[config.mk]
export PLATFORM = sky130hd
export DESIGN_NAME = sample_framer_flat
export DESIGN_NICKNAME = d
export VERILOG_FILES = /design/src/rtl/sample_framer_if.sv /design/src/rtl/sample_framer.sv /design/src/flat_wrapper.sv
export SDC_FILE = /design/constraint.sdc
export NUM_CORES = 1
export LEC_CHECK = 0
export BUFFER_PORTS_ARGS = -buffer_cell sky130_fd_sc_hd__buf_2
export CORE_MARGIN = 1.5
export CORE_UTILIZATION = 49
export CTS_CLUSTER_SIZE = 30
export DETAILED_ROUTE_END_ITERATION = 8
export PLACE_DENSITY = 0.62
export REMOVE_ABC_BUFFERS = 1
export SLEW_MARGIN = 5
export SYNTH_ARGS = -nofsm -noshare
export SYNTH_HDL_FRONTEND = slang
export SYNTH_SLANG_ARGS = --single-unit
[constraint.sdc]
create_clock -name i_clock -period 5.2 [get_ports i_clock]
set_clock_uncertainty 0.2 [all_clocks]
set_input_delay 0 -clock i_clock [delete_from_list [all_inputs] [get_ports i_clock]]
set_output_delay 0 -clock i_clock [all_outputs]
set_load 0.02 [all_outputs]
[src/rtl/sample_framer_if.sv]
// sample_framer_if
// Byte stream handshake between the sample framer and a UART byte transmitter.
//   tx_data  : byte offered to the transmitter
//   tx_valid : tx_data holds a byte to be taken
//   tx_ready : transmitter takes the byte on the next clock edge
// master = byte source (framer), slave = byte sink (transmitter).
interface sample_framer_if #(
    parameter int DATA_SIZE = 8
);
    logic [DATA_SIZE-1:0] tx_data;
    logic                 tx_valid;
    logic                 tx_ready;

    modport master (output tx_data, output tx_valid, input tx_ready);
    modport slave  (input tx_data, input tx_valid, output tx_ready);
endinterface

[src/rtl/sample_framer.sv]
// sample_framer
// Decimates the two channel sample streams, buffers captured pairs in a FIFO
// and sends each pair as a 5-byte frame: SYNC, seq, ch1, ch2, checksum.
//   i_clock, i_reset    : clock, asynchronous active-high reset
//   i_enable            : capture enable (ADC init done)
//   i_data_ch1/ch2      : channel samples, sampled only on the capture edge
//   tx (master)         : registered byte stream towards the transmitter
//   o_overflow          : sticky, a captured pair was dropped on a full FIFO
//   o_fifo_level        : pairs currently held in the FIFO
module sample_framer #(
    parameter int                   DATA_SIZE   = 8,
    parameter int                   DECIM_TICKS = 10000,
    parameter int                   FIFO_DEPTH  = 16,
    parameter logic [DATA_SIZE-1:0] SYNC_BYTE   = 8'hA5
) (
    input  logic                          i_clock,
    input  logic                          i_reset,
    input  logic                          i_enable,
    input  logic [DATA_SIZE-1:0]          i_data_ch1,
    input  logic [DATA_SIZE-1:0]          i_data_ch2,
    sample_framer_if.master               tx,
    output logic                          o_overflow,
    output logic [$clog2(FIFO_DEPTH):0]   o_fifo_level
);

    localparam int CNT_W = $clog2(DECIM_TICKS);
    localparam int PTR_W = $clog2(FIFO_DEPTH);
    localparam int LVL_W = PTR_W + 1;
    localparam logic [CNT_W-1:0] DECIM_LAST = CNT_W'(DECIM_TICKS - 1);
    localparam logic [LVL_W-1:0] LEVEL_FULL = LVL_W'(FIFO_DEPTH);

    typedef enum logic [2:0] {IDLE, SYNC, SEQ, CH1, CH2, CSUM} state_t;

    state_t                 state_q, state_d;
    logic [CNT_W-1:0]       decim_cnt;
    logic [PTR_W-1:0]       wr_ptr, rd_ptr;
    logic [LVL_W-1:0]       level;
    logic [2*DATA_SIZE-1:0] mem [FIFO_DEPTH];
    logic [DATA_SIZE-1:0]   hold_ch1, hold_ch2, seq_q;
    logic [DATA_SIZE-1:0]   data_d;
    logic                   valid_d;
    logic                   capture, pop, push;

    assign capture      = i_enable && (decim_cnt == DECIM_LAST);
    // The frame FSM only pops while idle, so a pop never races a frame in flight.
    assign pop          = (state_q == IDLE) && (level != '0);
    // A full FIFO still takes a pair when the head leaves on the same edge.
    assign push         = capture && ((level != LEVEL_FULL) || pop);
    assign o_fifo_level = level;

    // Decimation counter: held at zero while disabled so the first capture
    // lands DECIM_TICKS edges after enable rises.
    always_ff @(posedge i_clock or posedge i_reset) begin
        if (i_reset) begin
            decim_cnt <= '0;
        end else if (!i_enable || capture) begin
            decim_cnt <= '0;
        end else begin
            decim_cnt <= decim_cnt + 1'b1;
        end
    end

    // Storage array carries no reset; validity is tracked by the pointers.
    always_ff @(posedge i_clock) begin
        if (push) begin
            mem[wr_ptr] <= {i_data_ch1, i_data_ch2};
        end
    end

    // Pointers, level, sticky overflow and the pair holding register.
    always_ff @(posedge i_clock or posedge i_reset) begin
        if (i_reset) begin
            wr_ptr     <= '0;
            rd_ptr     <= '0;
            level      <= '0;
            o_overflow <= 1'b0;
            hold_ch1   <= '0;
            hold_ch2   <= '0;
        end else begin
            if (push) begin
                wr_ptr <= wr_ptr + 1'b1;
            end
            if (pop) begin
                rd_ptr               <= rd_ptr + 1'b1;
                {hold_ch1, hold_ch2} <= mem[rd_ptr];
            end
            case ({push, pop})
                2'b10:   level <= level + 1'b1;
                2'b01:   level <= level - 1'b1;
                default: level <= level;
            endcase
            if (capture && !push) begin
                o_overflow <= 1'b1;
            end
        end
    end

    // Frame state register, sequence counter and registered byte outputs.
    always_ff @(posedge i_clock or posedge i_reset) begin
        if (i_reset) begin
            state_q     <= IDLE;
            seq_q       <= '0;
            tx.tx_data  <= '0;
            tx.tx_valid <= 1'b0;
        end else begin
            state_q     <= state_d;
            tx.tx_data  <= data_d;
            tx.tx_valid <= valid_d;
            if (state_q == CSUM && tx.tx_ready) begin
                seq_q <= seq_q + 1'b1;
            end
        end
    end

    // Next state, then the byte the next state presents. Outputs are decoded
    // from state_d so they can be registered without a ready-to-output path.
    always_comb begin
        state_d = state_q;
        data_d  = '0;
        valid_d = 1'b0;
        case (state_q)
            IDLE:    if (level != '0) state_d = SYNC;
            SYNC:    if (tx.tx_ready) state_d = SEQ;
            SEQ:     if (tx.tx_ready) state_d = CH1;
            CH1:     if (tx.tx_ready) state_d = CH2;
            CH2:     if (tx.tx_ready) state_d = CSUM;
            CSUM:    if (tx.tx_ready) state_d = IDLE;
            default: state_d = IDLE;
        endcase
        case (state_d)
            SYNC:    begin data_d = SYNC_BYTE;                    valid_d = 1'b1; end
            SEQ:     begin data_d = seq_q;                        valid_d = 1'b1; end
            CH1:     begin data_d = hold_ch1;                     valid_d = 1'b1; end
            CH2:     begin data_d = hold_ch2;                     valid_d = 1'b1; end
            CSUM:    begin data_d = seq_q + hold_ch1 + hold_ch2;  valid_d = 1'b1; end
            default: begin data_d = '0;                           valid_d = 1'b0; end
        endcase
    end

endmodule

[src/flat_wrapper.sv]
// flat-port wrapper written by rule: the top's interface ports become plain ports
module sample_framer_flat 
#(
    parameter int                   DATA_SIZE   = 8,
    parameter int                   DECIM_TICKS = 10000,
    parameter int                   FIFO_DEPTH  = 16,
    parameter logic [DATA_SIZE-1:0] SYNC_BYTE   = 8'hA5
)
  (i_clock, i_reset, i_enable, i_data_ch1, i_data_ch2, o_overflow, o_fifo_level, tx_tx_data, tx_tx_valid, tx_tx_ready);
  sample_framer_if #(.DATA_SIZE(DATA_SIZE)) tx_i ();
  input  logic i_clock;
  input  logic i_reset;
  input  logic i_enable;
  input  logic [DATA_SIZE-1:0] i_data_ch1;
  input  logic [DATA_SIZE-1:0] i_data_ch2;
  output logic o_overflow;
  output logic [$clog2(FIFO_DEPTH):0] o_fifo_level;
  output wire logic [$bits(tx_i.tx_data)-1:0] tx_tx_data;
  output wire logic [$bits(tx_i.tx_valid)-1:0] tx_tx_valid;
  input wire logic [$bits(tx_i.tx_ready)-1:0] tx_tx_ready;
  assign tx_tx_data = tx_i.tx_data;
  assign tx_tx_valid = tx_i.tx_valid;
  assign tx_i.tx_ready = tx_tx_ready;
  sample_framer #(.DATA_SIZE(DATA_SIZE), .DECIM_TICKS(DECIM_TICKS), .FIFO_DEPTH(FIFO_DEPTH), .SYNC_BYTE(SYNC_BYTE)) u_core (.i_clock(i_clock), .i_reset(i_reset), .i_enable(i_enable), .i_data_ch1(i_data_ch1), .i_data_ch2(i_data_ch2), .tx(tx_i), .o_overflow(o_overflow), .o_fifo_level(o_fifo_level));
endmodule
# Word level (Yosys, flattened, before mapping)

Memory sizes are Yosys's and may differ from the RTL's. A register that Yosys moved wholly into a read port is not among the register bits.
Index checks and enable logic that the tools add are counted.

Output and inout port bits: 15
RAM bits: 256
Register bits after elaboration: 48
Input bits: 20
Memories kept: 1

Memories:

| memory     | depth | width | rd ports | clocked after memory_dff | wr ports | line                | source |
|---|---|---|---|---|---|---|---|
| u_core.mem | 16    | 16    | 1        | 1                        | 1        | sample_framer.sv:38 | `logic [2*DATA_SIZE-1:0] mem [FIFO_DEPTH];` |

Reductions and logical operators: 13
Equal/unequal tests: 14
Mux-type cells: 13
Add/subtract/negate cells: 8

Operators with widths:

| cell                                                | count |
|---|---|
| one-hot mux 8 bit (5 select lines)                  | 1 |
| two-way mux 3 bit                                   | 6 |
| one-hot mux 3 bit (6 select lines)                  | 1 |
| adder 8 bit                                         | 2 |
| adder 14 x 1 -> 14 bit, second input constant       | 1 |
| equality test 14 bit, second input constant         | 1 |
| two-way mux 14 bit                                  | 1 |
| equality test 3 x 2 -> 1 bit, second input constant | 4 |
| equality test 3 bit, second input constant          | 4 |
| one-hot mux 5 bit (2 select lines)                  | 1 |
| adder 4 x 1 -> 4 bit, second input constant         | 2 |
| adder 8 x 1 -> 8 bit, second input constant         | 1 |
| equality test 3 x 1 -> 1 bit, second input constant | 2 |
| adder 5 x 1 -> 5 bit, second input constant         | 1 |
| logical AND 1 bit                                   | 5 |
| != test 5 bit, second input constant                | 1 |
| nonzero test 5 bit                                  | 1 |
| OR reduction 5 bit                                  | 1 |
| subtractor 5 x 1 -> 5 bit, second input constant    | 1 |
| logical NOT 3 bit                                   | 1 |
| two-way mux 1 bit                                   | 3 |
| equality test 2 x 1 -> 1 bit, second input constant | 1 |
| equality test 2 bit, second input constant          | 1 |
| logical NOT 1 bit                                   | 2 |
| other kinds (2)                                     | 3 |

# Longest topological paths before layout

Gate-level depths: netlist (run 1).

Depth in word-level cells: 6
Gate-level depth with buffers: 11

# Least setup slack after synthesis (run 1)

OpenSTA, ideal clock, no wires.

Path kind: reg-to-reg
Start point: reg u_core.state_q[0]
End point: mem u_core.mem[3][0] (netlist name) (enable)
Setup slack: 1.901 ns
Arrival: 2.690 ns
Library setup time: 0.409 ns
Clock period less this slack: 3.299 ns
Stages on the path, launching flop included: 6
Cells stage by stage: dfrtp_1 -> or3_1 -> and3_4 -> nor3_2 -> nand2_1 -> nor3_1

Longest elaborated chain between the ends: 6

Ends and longest elaborated chain:

| item                                    | line                 | source |
|---|---|---|
| start, declared                         | sample_framer.sv:34  | `state_t state_q, state_d;` |
| start signal, assigned                  | sample_framer.sv:106 | `state_q <= state_d;` |
| logical NOT 3 bit                       | sample_framer.sv:46  | `assign pop = (state_q == IDLE) && (level != '0);` |
| logical AND 1 bit                       | sample_framer.sv:46  |  |
| logical OR 1 bit                        | sample_framer.sv:48  | `assign push = capture && ((level != LEVEL_FULL) \|\| pop);` |
| logical AND 1 bit                       | sample_framer.sv:48  |  |
| two-way mux 1 bit                       | sample_framer.sv:65  | `if (push) begin` |
| two-way mux 1 bit (not written as such) | sample_framer.sv:66  | `mem[wr_ptr] <= {i_data_ch1, i_data_ch2};` |
| end, declared                           | sample_framer.sv:38  |  |

No other way between the ends.

# Worst setup path after layout (run 1)

Start point: reg u_core.state_q[1]
End point: mem u_core.mem[2][10] (netlist name) (enable)

The elaborated chain is that of the path after synthesis.

==> run_results.csv, run 1 <==
group,metric,value,unit
die,die_w,167,µm
cells_and_area,syn_to_final_growth,14.2,%
pwr,total_power,0.00806,W
pwr,vdd_drop_max,0.234,mV
clocking,numCtsBuffers,35,
yosys,synth_seq_cells,320,
clocking,cts_setup_buffers,0,
global_routing,grt.busiest_layer,"met2",
setup_path,regToRegStartpoint,"u_core.state_q[1]$_DFF_PP0_",
setup_path,required,5.11,ns
placed_design,hpwl,17500,µm
timing,finalCritPeriodShare,70.9,%
timing,holdWs,0.0763,ns
global_routing,use_met3,3.21,%
yosys,synth.area.mux_share,14.0,%
yosys,synth_top_family_by_area,"multiplexers",
setup_path,critical_path.startpoint,"u_core.state_q[1]$_DFF_PP0_",
clocking,clock_path_buffers,3,
placed_design,numPortBuffers,34,
detailed_routing,post_drt_wl_per_cell,23.7,µm
timing,drv_slew,0,
die,initial_utilization,50.3,%
global_routing,overflow,0,
global_routing,gr-usage-met2,32.9,%
clocking,tritoncts,"done",
yosys,netlist_instances,725,
setup_path,arrival,3.59,ns
clocking,ctsHoldBuffers,19,
detailed_routing,drc,0,
setup_path,cp_common_cell,"nor3_2",
yosys,synth_edf_count,256,
setup_path,critPathMaxStageDelay,1.01,ns
detailed_routing,drt_iter0_drc,710,
detailed_routing,first_pass_iters,5,
clocking,worst_skew_pair.late_latency,0.50,ns
die,pin_count,35,
setup_path,critPathCaptureType,"flip-flop",
setup_path,critPathMaxFanout,16,
yosys,synth_simple_gate_area_share,4.89,%
setup_path,slowest_stage,"nor3_2",
detailed_routing,drtAntennaViolNets,0,
yosys,yosys_most_used_dff,"edfxtp_1",
job,cap_violations,0,
die,rows,59,
setup_path,crit_path_cell_trace,"or3_1, and3_4, nor3_2, nand2_1, nor3_2",
global_routing,antenna_found_initial,0,
detailed_routing,post_drt_via_cell_ratio,5.85,
setup_path,crit_type,"reg2reg",
setup_path,start_kind,"flip-flop",
yosys,ys_async_sr_fraction,20.0,%
yosys,synth.distinct_cells,56,
pwr,powerDensity,536,mW/mm²
timing,rsz0062_at_grt,"false",
die,die_h,167,µm
global_routing,grt_pass1_wl,42200,µm
detailed_routing,via_count,6768,
timing,period_minus_slack,3.69,ns
min_path,hp-class,"in2async",
yosys,synthAdderAreaFrac,2.89,%
cells_and_area,antenna_cells,0,
die,core_area,0.0262,mm²
placed_design,place_area,0.0138,mm²
yosys,synthXorXnorAreaFrac,2.39,%
yosys,yosys_warnings,0,
clocking,ctsResizeCount,0,
cells_and_area,mostFrequentLayoutCells,"256 x edfxtp_1, 66 x mux4_2, 61 x dfrtp_1",
cells_and_area,final_cell_area,0.0150,mm²
die,dieArea,0.0279,mm²
global_routing,grt_usage,20.5,%
global_routing,grt_pass1_vias,6977,
global_routing,grt_max_degree,65,
yosys,avgSynthCellArea,18.2,µm²
clocking,clock_sinks,320,
timing,hold_viol,0,
timing,worst_pin_slew,1.26,ns
yosys,ys_seq_area_share,70.5,%
detailed_routing,wirelength,27500,µm
clocking,path_clk_slew,0.06,ns
cells_and_area,layout_commonest_cell,"edfxtp_1",
run_status,outcome,"complete, no violations",
cells_and_area,final_nets,841,
timing,tns,0,ns
clocking,h-tree-depth,2,
timing,setup_viol,0,
global_routing,use_met1,29.2,%
pwr,p_leak,5.25,nW
timing,fmax,271,MHz
placed_design,gp_congestion,0.844,
cells_and_area,drive_above_1_share,23.1,%
timing,relSlewSlack,15.5,%
clocking,clock-root-buffer,"clkbuf_16",
yosys,synth_compound_area_share,3.71,%
yosys,syn-cell-area,0.0132,mm²
[per-layer routing]
layer  share of wire [%]  wire, µm
met5                   0         0
met4                 2.4       672
met3                 4.5      1250
met2                  49     13300
met1                  44     12200
[cell families after synthesis]
kind of cell	after synthesis
flops	320
compound gates	69
fa+ha+maj	25
simple gates	128
mux	99
xor+xnor	36
buf+inv	48
[final cells by class]
cell class	count	area, µm²
tap	335	419
multi-input combinational	357	3720
timing repair buffer	63	435
inverter	19	71.3
sequential	320	9300
clock buffer	49	971
clock inverter	14	123
fill	1941	11200
[synthesized netlist by cell type (9+ instances only)]
cell	count	area [µm²]
fa_1	9	180
nand2_1	27	101
clkbuf_1	12	45.0
nor2_1	47	176
mux2i_1	29	290
buf_2	10	50.1
inv_1	19	71.3
dfrtp_1	64	1600
a221oi_1	16	140
a21oi_1	11	55.1
ha_1	16	200
xnor2_1	25	219
edfxtp_1	256	7690
o21ai_0	16	80.1
mux4_2	66	1490
xor2_1	11	96.3
[registers in the layout, indices dropped and copies added (netlist names)]
| name | count |
|---|---|
| u_core.tx.tx_data | 8 |
| u_core.wr_ptr | 4 |
| u_core.seq_q | 8 |
| u_core.tx.tx_valid | 1 |
| u_core.o_fifo_level | 5 |
| u_core.rd_ptr | 4 |
| u_core.hold_ch1 | 8 |
| u_core.state_q | 3 |
| u_core.o_overflow | 1 |
| u_core.hold_ch2 | 8 |
| u_core.decim_cnt | 14 |
| u_core.mem | 256 |
[report_power, final]
part | switching (W) | internal, W | total (W)
Sequential | 0.000409 | 0.00293 | 0.00334
Combinational | 0.00118 | 0.00118 | 0.00236
Clock | 0.000948 | 0.00141 | 0.00235
Total | 0.00254 | 0.00552 | 0.00806
[worst max-delay path, delay by kind of cell (launching register included)]
family | cells | cell delay, ns
flops | 1 | 0.54
simple gates | 5 | 2.54
[path summary, 6_finish.rpt]
check / end / slack [ns] / cells past startpoint
worst min-delay path: u_core.o_fifo_level[1]$_DFFE_PP0P_ / 0.08 / 4
max in group asynchronous: u_core.rd_ptr[0]$_DFFE_PP0P_ / 4.11 / 4
min in group i_clock: u_core.decim_cnt[1]$_DFF_PP0_ / 0.13 / 3
worst max-delay path: u_core.mem[2][10]$_DFFE_PP_ / 1.51 / 5
worst min register to register: u_core.decim_cnt[0]$_DFF_PP0_ / 0.26 / 1
worst max register to register: u_core.mem[2][10]$_DFFE_PP_ / 1.51 / 5
[stage by stage]
stage,instances,util [%],worst slack (ns)
2_1_floorplan,696,-,0.955
3_3_place_gp,1075,52.5,1.62
3_5_place_dp,1075,52.5,1.56
4_1_cts,1157,57.4,1.51
5_1_grt,1157,57.4,1.23
6_report,1157,57.4,1.51
Power figures use the tool's default switching activity.
==> run 2, diff against run 1 <==
==> constraint.sdc (replaced) <==
create_clock -name i_clock -period 3.8 [get_ports i_clock]
set_clock_uncertainty 0.2 [all_clocks]
set_input_delay 0 -clock i_clock [delete_from_list [all_inputs] [get_ports i_clock]]
set_output_delay 0 -clock i_clock [all_outputs]
set_load 0.02 [all_outputs]
==> run 2 against run 1 <==
  * Critical path depth rose by 1
  * Sequential share of layout area fell by 0.56 points
  * Setup slack got worse by 0.81 ns
==> run_results.csv, run 2 (synthesis results as in run 1) <==
group,metric,value,unit
run_status,outcome,"complete, no violations",
placed_design,numPortBuffers,34,
clocking,ctsResizeCount,0,
clocking,ctsHoldBuffers,19,
placed_design,gp_congestion,0.802,
clocking,clock-root-buffer,"clkbuf_16",
detailed_routing,post_drt_via_cell_ratio,5.74,
cells_and_area,regMostFlops,"u_core.mem",
global_routing,grt_pass1_vias,7256,
timing,relSlewSlack,31.4,%
clocking,clock_sinks,320,
cells_and_area,final_cell_area,0.0152,mm²
cells_and_area,final_nets,862,
min_path,hp-class,"in2async",
cells_and_area,antenna_cells,0,
global_routing,grt_max_degree,40,
pwr,p_leak,5.35,nW
die,initial_utilization,50.3,%
clocking,h-tree-depth,2,
cells_and_area,multi_input_area,0.00372,mm²
die,core_area,0.0262,mm²
global_routing,grt_pass1_wl,41700,µm
clocking,path_clk_slew,0.06,ns
clocking,worst_skew_pair.late_latency,0.51,ns
setup_path,arrival,3.07,ns
global_routing,overflow,0,
timing,rsz0062_at_grt,"false",
global_routing,grt_usage,19.7,%
timing,finalCritPeriodShare,81.5,%
cells_and_area,syn_to_final_growth,15.2,%
die,die_w,167,µm
pwr,vdd_drop_max,0.358,mV
placed_design,dp_cells,1096,
job,cap_violations,0,
detailed_routing,first_pass_iters,5,
die,rows,59,
cells_and_area,layout_commonest_cell,"edfxtp_1",
detailed_routing,post_drt_wl_per_cell,22.2,µm
setup_path,crit_type,"reg2reg",
setup_path,reg2reg_to,"u_core.mem[11][13]$_DFFE_PP_",
timing,holdWs,0.0181,ns
cells_and_area,largest_reg_flops,256,
detailed_routing,drt_iter0_drc,673,
setup_path,critPathMaxFanout,16,
setup_path,critical_path.startpoint,"u_core.state_q[1]$_DFF_PP0_",
die,pin_count,35,
cells_and_area,regArea,0.00930,mm²
clocking,clock_path_buffers,3,
detailed_routing,wirelength,26100,µm
cells_and_area,drive_above_1_share,24.4,%
clocking,numCtsBuffers,35,
setup_path,required,3.77,ns
timing,fmax,323,MHz
setup_path,ff2ff_path_depth,6,
pwr,total_power,0.0108,W
detailed_routing,drtAntennaViolNets,0,
die,dieArea,0.0279,mm²
setup_path,crit_end,"u_core.mem[11][13]$_DFFE_PP_",
die,die_h,167,µm
cells_and_area,fill_cells,1968,
cells_and_area,utilization,57.9,%
timing,worst_pin_slew,1.02,ns
pwr,powerDensity,712,mW/mm²
timing,period_minus_slack,3.10,ns
setup_path,regToRegStartpoint,"u_core.state_q[1]$_DFF_PP0_",
clocking,cts_setup_buffers,0,
cells_and_area,fin_cells,1175,
cells_and_area,reg_top3,"u_core.mem: 256 flops, u_core.decim_cnt: 14 flops",
global_routing,antenna_found_initial,0,
setup_path,start_kind,"flip-flop",
detailed_routing,via_count,6745,
cells_and_area,mostFrequentLayoutCells,"256 x edfxtp_1, 66 x mux4_2, 61 x dfrtp_1",
placed_design,hpwl,17100,µm
placed_design,place_area,0.0139,mm²
timing,hold_viol,0,
timing,drv_slew,0,
setup_path,ff2ff_setup_slack,0.70,ns
timing,setup_viol,0,
clocking,tritoncts,"done",
detailed_routing,drc,0,
setup_path,critPathCaptureType,"flip-flop",
## run 2: cell types whose count changed in the layout (fill, tap and decap cells not counted), sizes merged
cell      previous run  this run
buf                 44        65
bufinv               2         1
clkinv              10         9
clkinvlp             2         0
inv                 19        20
## run 2: cell type report
class | instances | share of cell area, %
clock inverters | 11 | 0.585
multi-input cells | 357 | 24.5
inverters | 19 | 0.470
repair buffers | 84 | 4.07
flip-flops and latches | 320 | 61.2
well taps | 335 | 2.76
clock buffers | 49 | 6.32
## run 2: metrics by stage
step,setup TNS (ns),setup WS (ns)
after floorplan,-1.78,-0.445
after global placement,0,0.761
after detailed placement,0,0.667
after CTS,0,0.690
after global routing,0,0.523
final,0,0.703
## run 2: critical path: stages (launching register included)
cell     delay [ns]
dfrtp_1        0.55
or3_1          0.47
and3_4         0.20
nor3_2         0.53
nand2_1        0.35
nor2_2         0.17
buf_4          0.30
## run 2: power breakdown
group          total, W  internal [W]  leakage, nW  switching, W
sequential      0.00448       0.00402         3.09      0.000467
clock           0.00308       0.00183        0.510       0.00125
combinational   0.00325       0.00163         1.74       0.00162
## run 2: how the worst min path moves through the flow
stage               cells after the start  slack, ns     startpoint                            endpoint
global route                            3       0.09        i_reset      u_core.tx.tx_data[2]$_DFF_PP0_
CTS                                     3       0.02        i_reset      u_core.tx.tx_data[2]$_DFF_PP0_
detailed placement                      2     0.0006        i_reset  u_core.o_fifo_level[0]$_DFFE_PP0P_
finish                                  3       0.02        i_reset      u_core.tx.tx_data[2]$_DFF_PP0_
floorplan                               0      -0.10  i_data_ch2[0]          u_core.mem[0][0]$_DFFE_PP_
global placement                        2     -0.009        i_reset  u_core.o_fifo_level[1]$_DFFE_PP0P_
## run 2: layer usage
layer  part of all wire, %  vias to the layer above  global-route usage (%)
met2                    48                      142                    31.4
met4                   1.7                        0                    4.82
met3                   4.6                       37                    3.14
met5                     0                        -                       0
li1                      -                     3037                       -
met1                    46                     3529                    28.7
==> run 3, diff against run 2 <==
--- a/config.mk
+++ b/config.mk
@@ -5,6 +5,7 @@
 export SDC_FILE = /design/constraint.sdc
 export NUM_CORES = 1
 export LEC_CHECK = 0
+export ABC_AREA = 1
 export BUFFER_PORTS_ARGS = -buffer_cell sky130_fd_sc_hd__buf_2
 export CORE_MARGIN = 1.5
 export CORE_UTILIZATION = 49
==> constraint.sdc (replaced) <==
create_clock -name i_clock -period 2.9 [get_ports i_clock]
set_clock_uncertainty 0.2 [all_clocks]
set_input_delay 0 -clock i_clock [delete_from_list [all_inputs] [get_ports i_clock]]
set_output_delay 0 -clock i_clock [all_outputs]
set_load 0.02 [all_outputs]
==> run 3 against run 2 <==
  * Non-clock buffer count is 19 higher
  * Sequential cell count stayed put
  * Global-route usage up 2.6 points
  * Final cell count increased by 45%
  * Cell area increased by 5.1%
  * Maximum frequency rose by 16%
  * First-iteration DRC count rose by 29%
  * Die area is 5.1% higher
  * Clock power rose by 40%
  * Area after synthesis increased by 5.2%
  * Combinational power is 74% higher
  * Synthesized cell count rose by 68%
  * Critical endpoint is now u_core.o_fifo_level[4]$_DFFE_PP0P_
  * Largest cell class unchanged
  * Largest power group unchanged
==> run_results.csv, run 3 <==
group,metric,value,unit
placed_design,hpwl,18700,µm
timing,hold_viol,0,
yosys,synth_top_area_share,55.5,%
setup_path,crit_type,"reg2reg",
setup_path,arrival,2.88,ns
cells_and_area,fill_cells,2360,
detailed_routing,first_pass_iters,5,
timing,fmax,374,MHz
pwr,swShare,37.4,%
clocking,numCtsBuffers,35,
die,die_h,171,µm
pwr,total_power,0.0157,W
detailed_routing,post_drt_via_cell_ratio,5.38,
yosys,synth_top_area_cell,"edfxtp_1",
cells_and_area,utilization,57.4,%
clocking,worst_skew_pair.late_latency,0.51,ns
timing,period_minus_slack,2.68,ns
global_routing,grt_pass1_wl,49300,µm
timing,drv_slew,0,
pwr,powerDensity,982,mW/mm²
cells_and_area,syn_to_final_growth,15.1,%
pwr,p_leak,5.95,nW
yosys,yosys_warnings,0,
timing,setup_viol,0,
detailed_routing,post_drt_wl_per_cell,18.5,µm
cells_and_area,fin_cells,1704,
clocking,path_clk_slew,0.06,ns
placed_design,place_area,0.0146,mm²
run_status,outcome,"complete, no violations",
cells_and_area,regArea,0.00930,mm²
cells_and_area,reg_top3,"u_core.mem: 256 flops, u_core.decim_cnt: 14 flops",
cells_and_area,layout_commonest_cell,"edfxtp_1",
yosys,syn-cell-area,0.0139,mm²
timing,worst_pin_slew,0.737,ns
pwr,vdd_drop_max,0.578,mV
placed_design,numPortBuffers,34,
clocking,clock_sinks,320,
yosys,synth_area_leaders,"edfxtp_1 55%, dfrtp_1 12%, nor2_1 6.6%",
detailed_routing,wirelength,31400,µm
clocking,h-tree-depth,2,
die,dieArea,0.0293,mm²
yosys,yosys_most_used_dff,"edfxtp_1",
placed_design,dp_slack,0.213,ns
pwr,p_int,0.00981,W
detailed_routing,drt_iter0_drc,865,
job,cap_violations,0,
min_path,hp-class,"in2reg",
global_routing,grt_pass1_vias,8873,
pwr,net-switching-power,0.00586,W
clocking,clock_path_buffers,3,
pwr,power_frac_seq,36.3,%
detailed_routing,drtAntennaViolNets,0,
cells_and_area,largest_reg_flops,256,
yosys,synth_edf_count,256,
setup_path,start_kind,"flip-flop",
cells_and_area,mostFrequentLayoutCells,"256 x edfxtp_1, 227 x nor2_1, 154 x nand2_1",
pwr,pwr-share-clk,27.5,%
die,rows,61,
clocking,clock-root-buffer,"clkbuf_16",
cells_and_area,regMostFlops,"u_core.mem",
die,core_area,0.0278,mm²
setup_path,critPathMaxFanout,5,
detailed_routing,via_count,9167,
cells_and_area,multi_input_area,0.00404,mm²
yosys,netlist_top_cells_count,"256 x edfxtp_1, 243 x nor2_1, 154 x nand2_1",
die,initial_utilization,49.9,%
yosys,synth.distinct_cells,39,
timing,setup_ws,0.224,ns
cells_and_area,antenna_cells,0,
setup_path,required,3.11,ns
timing,rsz0062_at_grt,"false",
global_routing,grt_max_degree,74,
clocking,tritoncts,"done",
global_routing,overflow,0,
global_routing,antenna_found_initial,1,
yosys,ys_async_sr_fraction,20.0,%
yosys,synth_seq_cells,320,
cells_and_area,final_nets,1344,
global_routing,grt_usage,22.3,%
timing,finalCritPeriodShare,92.3,%
die,pin_count,35,
yosys,netlist_instances,1218,
die,die_w,171,µm
placed_design,gp_congestion,0.831,
yosys,avgSynthCellArea,11.4,µm²
detailed_routing,drc,0,
pwr,power_frac_comb,36.2,%
placed_design,dp_cells,1620,
yosys,synth.most_common_cell,"edfxtp_1",
cells_and_area,final_cell_area,0.0160,mm²
setup_path,critPathCaptureType,"flip-flop",
yosys,ys_seq_area_share,67.0,%
timing,relSlewSlack,50.6,%
cells_and_area,drive_above_1_share,13.6,%
-- run 3: cell types whose count changed in the layout (fill, tap and decap cells not counted), moves of 16 or more --
cell	previous run	this run
xnor2_1	25	7
mux4_2	66	0
inv_1	18	54
nand3_1	5	69
o211ai_1	2	65
mux2i_1	29	0
nor2_1	35	227
nand2_1	27	154
a221oi_1	16	0
o21ai_0	16	124
-- run 3: power groups by stage --
stage	logic, W	registers (W)	clock network (W)
after global routing	0.00644	0.00574	0.00456
after detailed placement	0.00561	0.00578	0
after floorplan	0.00350	0.00606	0
after global placement	0.00554	0.00577	0
after CTS	0.00566	0.00569	0.00438
final	0.00567	0.00568	0.00431
-- run 3: path summary, 6_finish.rpt --
kind,startpoint,end,slack (ns),cells after the start
min in group asynchronous,i_reset,u_core.decim_cnt[8]$_DFF_PP0_,0.51,4
worst max-delay path,u_core.decim_cnt[0]$_DFF_PP0_,u_core.o_fifo_level[4]$_DFFE_PP0P_,0.22,17
worst min register to register,u_core.decim_cnt[0]$_DFF_PP0_,u_core.decim_cnt[0]$_DFF_PP0_,0.25,1
max in group asynchronous,i_reset,u_core.seq_q[7]$_DFFE_PP0P_,1.25,5
worst max register to register,u_core.decim_cnt[0]$_DFF_PP0_,u_core.o_fifo_level[4]$_DFFE_PP0P_,0.22,17
worst min-delay path,i_enable,u_core.decim_cnt[2]$_DFF_PP0_,0.12,4
-- run 3: metal layers --
layer / up-vias / routed length, µm / track usage, %
met5: - / 13 / 0
met4: 2 / 706 / 6.25
met3: 58 / 1950 / 3.86
met2: 241 / 14900 / 36.5
met1: 4435 / 13900 / 30.7
li1: 4431 / - / -
-- run 3: final cells by class --
| cell class | count | area share [%] |
|---|---|---|
| timing repair buffer | 103 | 5.02 |
| tap | 378 | 2.96 |
| clock inverter | 19 | 1.15 |
| multi-input combinational | 778 | 25.3 |
| clock buffer | 45 | 5.85 |
| sequential | 320 | 58.3 |
| inverter | 61 | 1.44 |
-- run 3: repair_timing --
item,4_1_cts,5_1_grt
endpoints found under the setup margin,0,1
hold buffers,20,0
endpoints found under the hold margin,364,0
gates resized for setup,0,1
buffers inserted,0,0
-- run 3: kinds of logic after synthesis --
family                   after synthesis  synth area share (%)
buffers and inverters                120                  4.15
adder cells (fa/ha/maj)               25                  2.74
AO/OA/AOI/OAI                        224                  9.47
AND/OR/NAND/NOR                      509                  15.3
flip-flops                           320                  67.0
XOR/XNOR                              20                  1.26
-- run 3: worst max-delay path: stages, from the launching register on --
cell and delay, ns:
dfrtp_1 0.36, ha_1 0.17, nand2_1 0.10, nor2_4 0.14
nand2_1 0.09, nor2_2 0.13, nand2_2 0.11, nand2_1 0.15
inv_1 0.10, ha_1 0.35, nand2_1 0.10, nor2_1 0.05
a211oi_2 0.19, nand2_1 0.08, nand2_1 0.09, nand3_1 0.07
nand2_1 0.07, inv_1 0.03
-- run 3: per-stage QoR --
stage / setup TNS [ns] / hold WS, ns
floorplan: -24.20 / -0.101
global placement: 0 / -0.0645
detailed placement: 0 / -0.0608
CTS: 0 / 0.125
global route: 0 / 0.154
finish: 0 / 0.125
